$ cat config.mk
export PLATFORM = sky130hd
export DESIGN_NAME = spi_lcd_slave
export DESIGN_NICKNAME = d
export VERILOG_FILES = /design/src/rtl/spi_lcd_slave.sv
export SDC_FILE = /design/constraint.sdc
export NUM_CORES = 1
export LEC_CHECK = 0
export ABC_AREA = 1
export CAP_MARGIN = 10
export CORE_AREA = 2 2 92 94
export CTS_BUF_LIST = sky130_fd_sc_hd__clkbuf_8
export DETAILED_ROUTE_END_ITERATION = 8
export DIE_AREA = 0 0 94 96
export PLACE_DENSITY = 0.72
export SYNTH_ARGS = -nofsm -noshare
export SYNTH_HDL_FRONTEND = slang
export SYNTH_SLANG_ARGS = --single-unit
export TNS_END_PERCENT = 30
$ cat constraint.sdc
create_clock -name Bus2IP_Clk -period 2.1 [get_ports Bus2IP_Clk]
set_input_delay 0.525 -clock Bus2IP_Clk [delete_from_list [all_inputs] [get_ports Bus2IP_Clk]]
set_output_delay 0.525 -clock Bus2IP_Clk [all_outputs]
set_load 0.03 [all_outputs]
$ cat src/rtl/spi_lcd_slave.sv
// rtl/spi_lcd_slave.sv - SPI mode-0 target for the 9-bit LCD link
// Oversampled receive into a FWFT FIFO, preloaded response word shifted out on miso.
module spi_lcd_slave #(
  parameter int FRAME_BITS  = 9,
  parameter int FIFO_DEPTH  = 4,
  parameter int SYNC_STAGES = 2
) (
  input  logic                          Bus2IP_Clk,
  input  logic                          Bus2IP_Resetn,
  input  logic                          csn,
  input  logic                          sck,
  input  logic                          mosi,
  output logic                          miso,
  output logic                          miso_oe,
  input  logic [FRAME_BITS-1:0]         tx_data,
  input  logic                          tx_we,
  output logic [FRAME_BITS-1:0]         rx_data,
  output logic                          rx_valid,
  input  logic                          rx_ready,
  output logic [$clog2(FIFO_DEPTH):0]   rx_count,
  output logic                          overflow,
  input  logic                          overflow_clr,
  output logic                          frame_err
);

  localparam int AW = $clog2(FIFO_DEPTH);
  localparam int CW = AW + 1;
  localparam int BW = $clog2(FRAME_BITS);
  localparam logic [BW-1:0] LAST_BIT = BW'(FRAME_BITS - 1);

  logic [SYNC_STAGES-1:0] csn_sync, sck_sync, mosi_sync;
  logic                   csn_r, csn_prev, sck_r, sck_prev, mosi_r;
  logic [BW-1:0]          bit_cnt;
  logic [FRAME_BITS-2:0]  rx_shift;
  logic [FRAME_BITS-1:0]  tx_hold, tx_shift;
  logic [FRAME_BITS-1:0]  mem [FIFO_DEPTH];
  logic [AW-1:0]          wr_ptr, rd_ptr;
  logic [CW-1:0]          count;

  logic selected, rise, fall, csn_fall, csn_rise;
  logic push, pop, full, wr_en;
  logic [FRAME_BITS-1:0] word;

  assign selected = ~csn_r;
  assign rise     = sck_r & ~sck_prev;
  assign fall     = ~sck_r & sck_prev;
  assign csn_fall = ~csn_r & csn_prev;
  assign csn_rise = csn_r & ~csn_prev;
  assign word     = {rx_shift, mosi_r};

  assign push  = rise & selected & (bit_cnt == LAST_BIT);
  assign pop   = rx_valid & rx_ready;
  assign full  = (count == CW'(FIFO_DEPTH));
  // A full FIFO still accepts a push when the head leaves in the same cycle.
  assign wr_en = push & (~full | pop);

  assign rx_valid = (count != '0);
  assign rx_count = count;
  assign rx_data  = rx_valid ? mem[rd_ptr] : '0;
  assign miso_oe  = selected;
  assign miso     = selected & tx_shift[FRAME_BITS-1];

  always_ff @(posedge Bus2IP_Clk or negedge Bus2IP_Resetn) begin
    if (!Bus2IP_Resetn) begin
      csn_sync  <= '1;
      sck_sync  <= '0;
      mosi_sync <= '0;
      csn_r     <= 1'b1;
      csn_prev  <= 1'b1;
      sck_r     <= 1'b0;
      sck_prev  <= 1'b0;
      mosi_r    <= 1'b0;
    end else begin
      csn_sync  <= {csn_sync[SYNC_STAGES-2:0], csn};
      sck_sync  <= {sck_sync[SYNC_STAGES-2:0], sck};
      mosi_sync <= {mosi_sync[SYNC_STAGES-2:0], mosi};
      csn_r     <= csn_sync[SYNC_STAGES-1];
      csn_prev  <= csn_r;
      sck_r     <= sck_sync[SYNC_STAGES-1];
      sck_prev  <= sck_r;
      mosi_r    <= mosi_sync[SYNC_STAGES-1];
    end
  end

  always_ff @(posedge Bus2IP_Clk or negedge Bus2IP_Resetn) begin
    if (!Bus2IP_Resetn) begin
      bit_cnt   <= '0;
      rx_shift  <= '0;
      frame_err <= 1'b0;
    end else begin
      frame_err <= 1'b0;
      if (rise && selected) begin
        rx_shift <= word[FRAME_BITS-2:0];
        bit_cnt  <= (bit_cnt == LAST_BIT) ? '0 : bit_cnt + 1'b1;
      end else if (csn_rise && bit_cnt != '0) begin
        bit_cnt   <= '0;
        frame_err <= 1'b1;
      end
    end
  end

  always_ff @(posedge Bus2IP_Clk or negedge Bus2IP_Resetn) begin
    if (!Bus2IP_Resetn) begin
      wr_ptr   <= '0;
      rd_ptr   <= '0;
      count    <= '0;
      overflow <= 1'b0;
      for (int i = 0; i < FIFO_DEPTH; i++) mem[i] <= '0;
    end else begin
      if (wr_en) begin
        mem[wr_ptr] <= word;
        wr_ptr      <= wr_ptr + 1'b1;
      end
      if (pop) rd_ptr <= rd_ptr + 1'b1;
      count <= count + CW'(wr_en) - CW'(pop);
      if (push && full && !pop) overflow <= 1'b1;
      else if (overflow_clr)    overflow <= 1'b0;
    end
  end

  // Reload on the first fall after a word completes so the next MSB is ready before its rise.
  always_ff @(posedge Bus2IP_Clk or negedge Bus2IP_Resetn) begin
    if (!Bus2IP_Resetn) begin
      tx_hold  <= '0;
      tx_shift <= '0;
    end else begin
      if (tx_we) tx_hold <= tx_data;
      if (csn_fall) tx_shift <= tx_hold;
      else if (fall && selected) begin
        if (bit_cnt == '0) tx_shift <= tx_hold;
        else               tx_shift <= {tx_shift[FRAME_BITS-2:0], 1'b0};
      end
    end
  end

endmodule

# --- Word-level counts from Yosys, hierarchy flattened ---
# Cells that the tools add are included.
classes:
  n_addsub: 5
  order_cmp: 3
  eq_ne: 2
  muxes: 17
  bitwise_logic: 17
  n_reduce_logical: 13
ops:
  columns: ["operator", "n"]
  rows:
  - ["$mux 9", 7]
  - ["$bwmux 36", 1]
  - ["$bmux 9 s2", 1]
  - ["$demux 9 s2", 1]
  - ["$mux 4", 3]
  - ["$and 1x1->1", 9]
  - ["$ge 3x3->1 const B", 2]
  - ["$logic_and 1x1->1", 6]
  - ["$not 2->3", 2]
  - ["$reduce_bool 2->1", 3]
  - ["$not 1->1", 5]
  - ["$add 2x1->2 const B", 2]
  - ["$add 4x1->4 const B", 1]
  - ["$eq 4x4->1 const B", 1]
  - ["$logic_not 4->1", 1]
  - ["$mux 1", 4]
  - ["$reduce_bool 4->1", 1]
  - ["$add 3x1->3", 1]
  - ["$eq 3x3->1 const B", 1]
  - ["$lt 3x1->1 const B", 1]
  - ["$reduce_bool 3->1", 1]
  - ["$sub 3x1->3", 1]
  - ["$logic_not 1->1", 1]
  - ["$or 1x1->1", 1]
word_totals:
  regBits: 86
  in_bits: 17
  output_inout_bits: 17
  word_cells: 78

# --- Depth between registers and ports, before layout ---
depth:
  depth_word: 7
  ltp_mapped: 12
  depth_no_buf: 11

# --- Least setup slack after synthesis ---
# OpenSTA, ideal clock, no wires.
synth_timing:
  kind: "reg2reg"
  from: "reg count[1], in the netlist rx_count[1]"
  to: "reg count[2], in the netlist rx_count[2]"
  setup_ns: 0.123
  arrival_time_ns: 2.195
  t_required_ns: 1.977
  setup_slack_ns: -0.218
  stages_incl_launch_ff: 11
  n_path_buf: 0
  period_less_slack_ns: 2.318
  path_cell_list: "dfrtp_1 > nor2_1 > nand2_1 > nand2_1 > inv_1 > ha_1 > inv_1 > ha_1 > inv_1 > fa_1 > xnor2_1"
synth_between:
  elab_chain_len: 6
  elab_cells_between_ends: 8
  classes_between: "add/sub (2); eq/ne (1); bitwise (4); reduce/logical (1)"
synth_lines:
  columns: ["element", "line", "rtl"]
  rows:
  - ["from (decl)", "38", "logic [CW-1:0] count;"]
  - ["from (signal assigned)", "115", "count <= count + CW'(wr_en) - CW'(pop);"]
  - ["$reduce_bool 3->1 *", "57", "assign rx_valid = (count != '0);"]
  - ["via rx_valid", "18", "output logic rx_valid,"]
  - ["$and 1x1->1 *", "52", "assign pop = rx_valid & rx_ready;"]
  - ["via pop", "41", "logic push, pop, full, wr_en;"]
  - ["$or 1x1->1", "55", "assign wr_en = push & (~full | pop);"]
  - ["$and 1x1->1", "55", null]
  - ["$add 3x1->3", "115", null]
  - ["$sub 3x1->3 *", "115", null]
# Mark *: on every way through the listed nets, which the timed path passes. The rest lies on a longest branch.
# A chain may end at the register's enable or synchronous reset.

# --- Worst setup path after layout ---
layout_timing:
  from: "reg rd_ptr[0]"
  to: "out rx_data[6]"
layout_between:
  elab_chain_len: 5
layout_lines:
  columns: ["element", "line", "rtl"]
  rows:
  - ["from (decl)", "37", "logic [AW-1:0] wr_ptr, rd_ptr;"]
  - ["from (signal assigned)", "114", "if (pop) rd_ptr <= rd_ptr + 1'b1;"]
  - ["$not 2->3 (implied by the code)", "59", "assign rx_data = rx_valid ? mem[rd_ptr] : '0;"]
  - ["$bmux 9 s2", "59", null]
  - ["$mux 9 (implied by the code) (2 in a row)", "59", null]
  - ["$mux 9", "59", null]
  - ["to (decl)", "17", "output logic [FRAME_BITS-1:0] rx_data,"]
# No other way between the ends. The select of a mux whose other input is x is not followed.

==> flow_metrics.py <==
metrics = {
    "logic_synthesis": {
        "ys_ff_latch": 86,
        "synth_edf_count": 0,
        "ys_types": 26,
        "postSynthCellCount": 451,
        "synth_top_area_share_pct": 51.96,
        "postSynth.asyncResetShare_pct": 100.0,
        "yosysMostFrequentCell": "nand2_1",
        "yosys_most_used_dff": "dfrtp_1",
        "yosysWarnings": 0,
        "synth_commonest_cells": "nand2_1 (140), dfrtp_1 (82), nor2_1 (43)",
        "synth_nets": 477,
        "synth_seq_area_share_pct": 54.63,
        "synth.area.top_cells": "dfrtp_1 (52%), nand2_1 (13%), nand4_1 (5.9%)",
        "netlist_area_um2": 3949,
        "synth_top_area_cell": "dfrtp_1",
        "syn_avg_cell_area_um2": 8.756,
    },
    "cts": {
        "clockBufferDepth": 2,
        "cts_tree": "done",
        "cts-hold-fix-buffers": 0,
        "clk_latency_ns": 0.35,
        "htreeDepth": 3,
        "cts_root_buffer": "clkbuf_8",
        "clock_sinks": 86,
        "clk_pin_slew_ns": 0.09,
        "cts_buffers": 9,
    },
    "global_route": {
        "grt_pass1_wl_um": 14390,
        "grt_pass1_vias": 3108,
        "antenna_found_initial": 0,
        "track_usage_pct": 20.45,
        "grt_max_degree": 44,
        "grt_remaining_overflow": 0,
    },
    "placement": {
        "dpl.cell_count": 588,
        "portBuffers": 33,
        "placedInstanceArea_um2": 4509,
        "place.gp.congestion": 0.8210,
        "dp_hpwl_um": 5805,
    },
    "power_and_ir_drop": {
        "p_leak_nw": 2.409,
        "p_per_area_nw_per_um2": 1137,
        "p_switching_mw": 2.039,
        "combPwrFrac_pct": 37.9,
        "p_int_mw": 3.375,
        "peakVddDrop_mv": 0.5138,
        "power_frac_seq_pct": 39.0,
        "p_sw_share_pct": 37.66,
        "pwr-share-clk_pct": 23.1,
    },
    "timing": {
        "slew_headroom_pct": 65.03,
        "rsz0062_at_grt": "yes",
        "finalCritPeriodShare_pct": 98.21,
        "setup_tns_ns": 0,
        "holdWs_ns": 0.1387,
        "final_hold_viol_count": 0,
        "finalSetupViolCount": 0,
        "max_freq_ghz": 0.4849,
        "tightest_slew_ns": 0.5245,
        "finalCriticalPeriod_ns": 2.062,
        "drv_slew": 0,
        "skew_ns": 0.01240,
    },
    "cells_and_area": {
        "final_cells": 606,
        "final_nets": 522,
        "layout-area-overhead-vs-synth_pct": 20.53,
        "antenna_cells": 0,
        "drive_gt1_share_pct": 16.57,
        "final_area_um2": 4760,
        "fin_util_pct": 59.11,
    },
    "critical_path": {
        "critPathMaxFanout": 12,
        "rr_startpoint": "bit_cnt[1]$_DFFE_PN0P_",
        "r2r_setup_slack_ns": 0.09,
        "worstReg2RegEnd": "rx_count[1]$_DFF_PN0_",
        "worstPathArrival_ns": 1.54,
        "r2r.worst_path.cells": 11,
        "cp-end-kind": "output port",
        "cp-start-kind": "flip-flop",
        "cp.required_ns": 1.57,
        "worstSetupPathType": "reg2out",
    },
    "routing": {
        "ant_nets": 0,
        "drc_errors": 0,
        "drt_pre_antenna_iters": 4,
        "viasPerCell": 5.290,
        "wl_per_cell_um": 14.31,
        "vias": 3206,
        "wl_um": 8674,
        "drtIter0Drc": 222,
    },
    "hold_path": {
        "hold_path_class": "in2async",
    },
    "run_status": {
        "outcome": "finished, final reports clean",
    },
    "flow_run": {
        "cap_violations": 0,
    },
    "floorplan": {
        "chipWidth_um": 94,
        "core_um2": 8051,
        "io_pins": 34,
        "die_area_um2": 9024,
        "num_rows": 33,
        "dieHeight_um": 96,
        "initial_core_util_pct": 49.04,
    },
}
## power groups by stage
stage               logic, mW  registers, mW  clock network, mW
global placement         1.97           2.11                  0
CTS                      2.03           2.10               1.28
global route             2.30           2.14               1.34
detailed placement       2.01           2.12                  0
finish                   2.05           2.11               1.25
floorplan                1.29           2.14                  0
## sequential cells by signal, summed over array words and instances (netlist names)
register	flops
mem	36
tx_hold	9
tx_shift	9
rx_shift	8
bit_cnt	4
rx_count	3
csn_sync	2
mosi_sync	2
rd_ptr	2
sck_sync	2
wr_ptr	2
csn_prev	1
csn_r	1
frame_err	1
mosi_r	1
overflow	1
sck_prev	1
sck_r	1
## cells by family after synthesis
| family | after synthesis | share of synthesized area, % |
|---|---|---|
| and+or+nand+nor | 256 | 29.82 |
| adders and majority gates | 9 | 3.042 |
| buffers and inverters | 53 | 6.020 |
| xor gates and xnor gates | 4 | 0.8874 |
| AOI/OAI and AO/OA | 42 | 5.323 |
| DFF | 86 | 54.63 |
| muxes | 1 | 0.2852 |
## metal layers
layer / GRT usage, % / vias to the layer above / share of wire, %
li1: - / 1562 / -
met1: 27.24 / 1571 / 45
met2: 33.81 / 62 / 50
met3: 3.524 / 11 / 3.6
met4: 7.609 / 0 / 1.3
met5: 0 / - / 0
## per-stage QoR
step	setup slack (ns)	total power [mW]
after global placement	-0.1793	4.084
after global routing	-0.05187	5.782
after detailed placement	-0.2137	4.136
after floorplan	-0.02712	3.424
after CTS	0.02476	5.401
final	0.03765	5.413
## critical path, cell delays in order (launching register included)
cell	delay (ns)
dfrtp_2	0.45
inv_1	0.10
buf_6	0.14
o21ai_0	0.09
a21oi_1	0.19
buf_4	0.20
## area by class of cell
class                      count  area, µm²
tap                          105      131.4
inverter                      32      126.4
clock buffer                  13      178.9
timing repair buffer          55      490.5
multi-input combinational    312       1630
sequential                    86       2162
fill                         738       3292
clock inverter                 3      40.04
## placed cells by master (no fill, tap or decap), types with 2 or more instances in the layout
cell type        synthesis  layout
buf_4                    1      28
ha_4                     0       3
inv_2                    1       4
ha_1                     8       5
nand3b_1                 7       7
inv_4                    0       2
nand2_2                  3       3
dfstp_2                  4       4
dfrtp_1                 82      78
nor2_1                  43      41
xnor2_1                  3       3
clkdlybuf4s50_1          0      20
o21ai_0                 33      30
nand2_1                140     139
nand3_4                  1       3
nand3_2                  6       4
clkinv_2                 0       3
nand4_1                 37      37
o21ai_1                  0       3
inv_1                   28      24
dfrtp_2                  0       4
dlygate4sd2_1            0       3
nand3_1                 18      18
a21oi_1                  9       8
clkbuf_8                 0      13
buf_6                    4       3
## worst max-delay path by stage
stage / startpoint / to / slack (ns) / cells past startpoint
6_report: rd_ptr[0]$_DFFE_PN0P_ / rx_data[6] / 0.04 / 5
4_1_cts: rd_ptr[0]$_DFFE_PN0P_ / rx_data[6] / 0.02 / 6
5_1_grt: rd_ptr[0]$_DFFE_PN0P_ / rx_data[7] / -0.05 / 5
3_3_place_gp: rx_ready / rx_count[1]$_DFF_PN0_ / -0.18 / 10
3_5_place_dp: rx_ready / rx_count[1]$_DFF_PN0_ / -0.21 / 10
2_1_floorplan: bit_cnt[1]$_DFFE_PN0P_ / rx_count[1]$_DFF_PN0_ / -0.03 / 12
## repair_timing
action | 4_1_cts | 5_1_grt
buffers inserted | 0 | 1
endpoints found under the setup margin | 12 | 10
pin swaps | 0 | 3
gates resized for setup | 6 | 11
gates cloned | 0 | 1
Power figures use the tool's default switching activity.
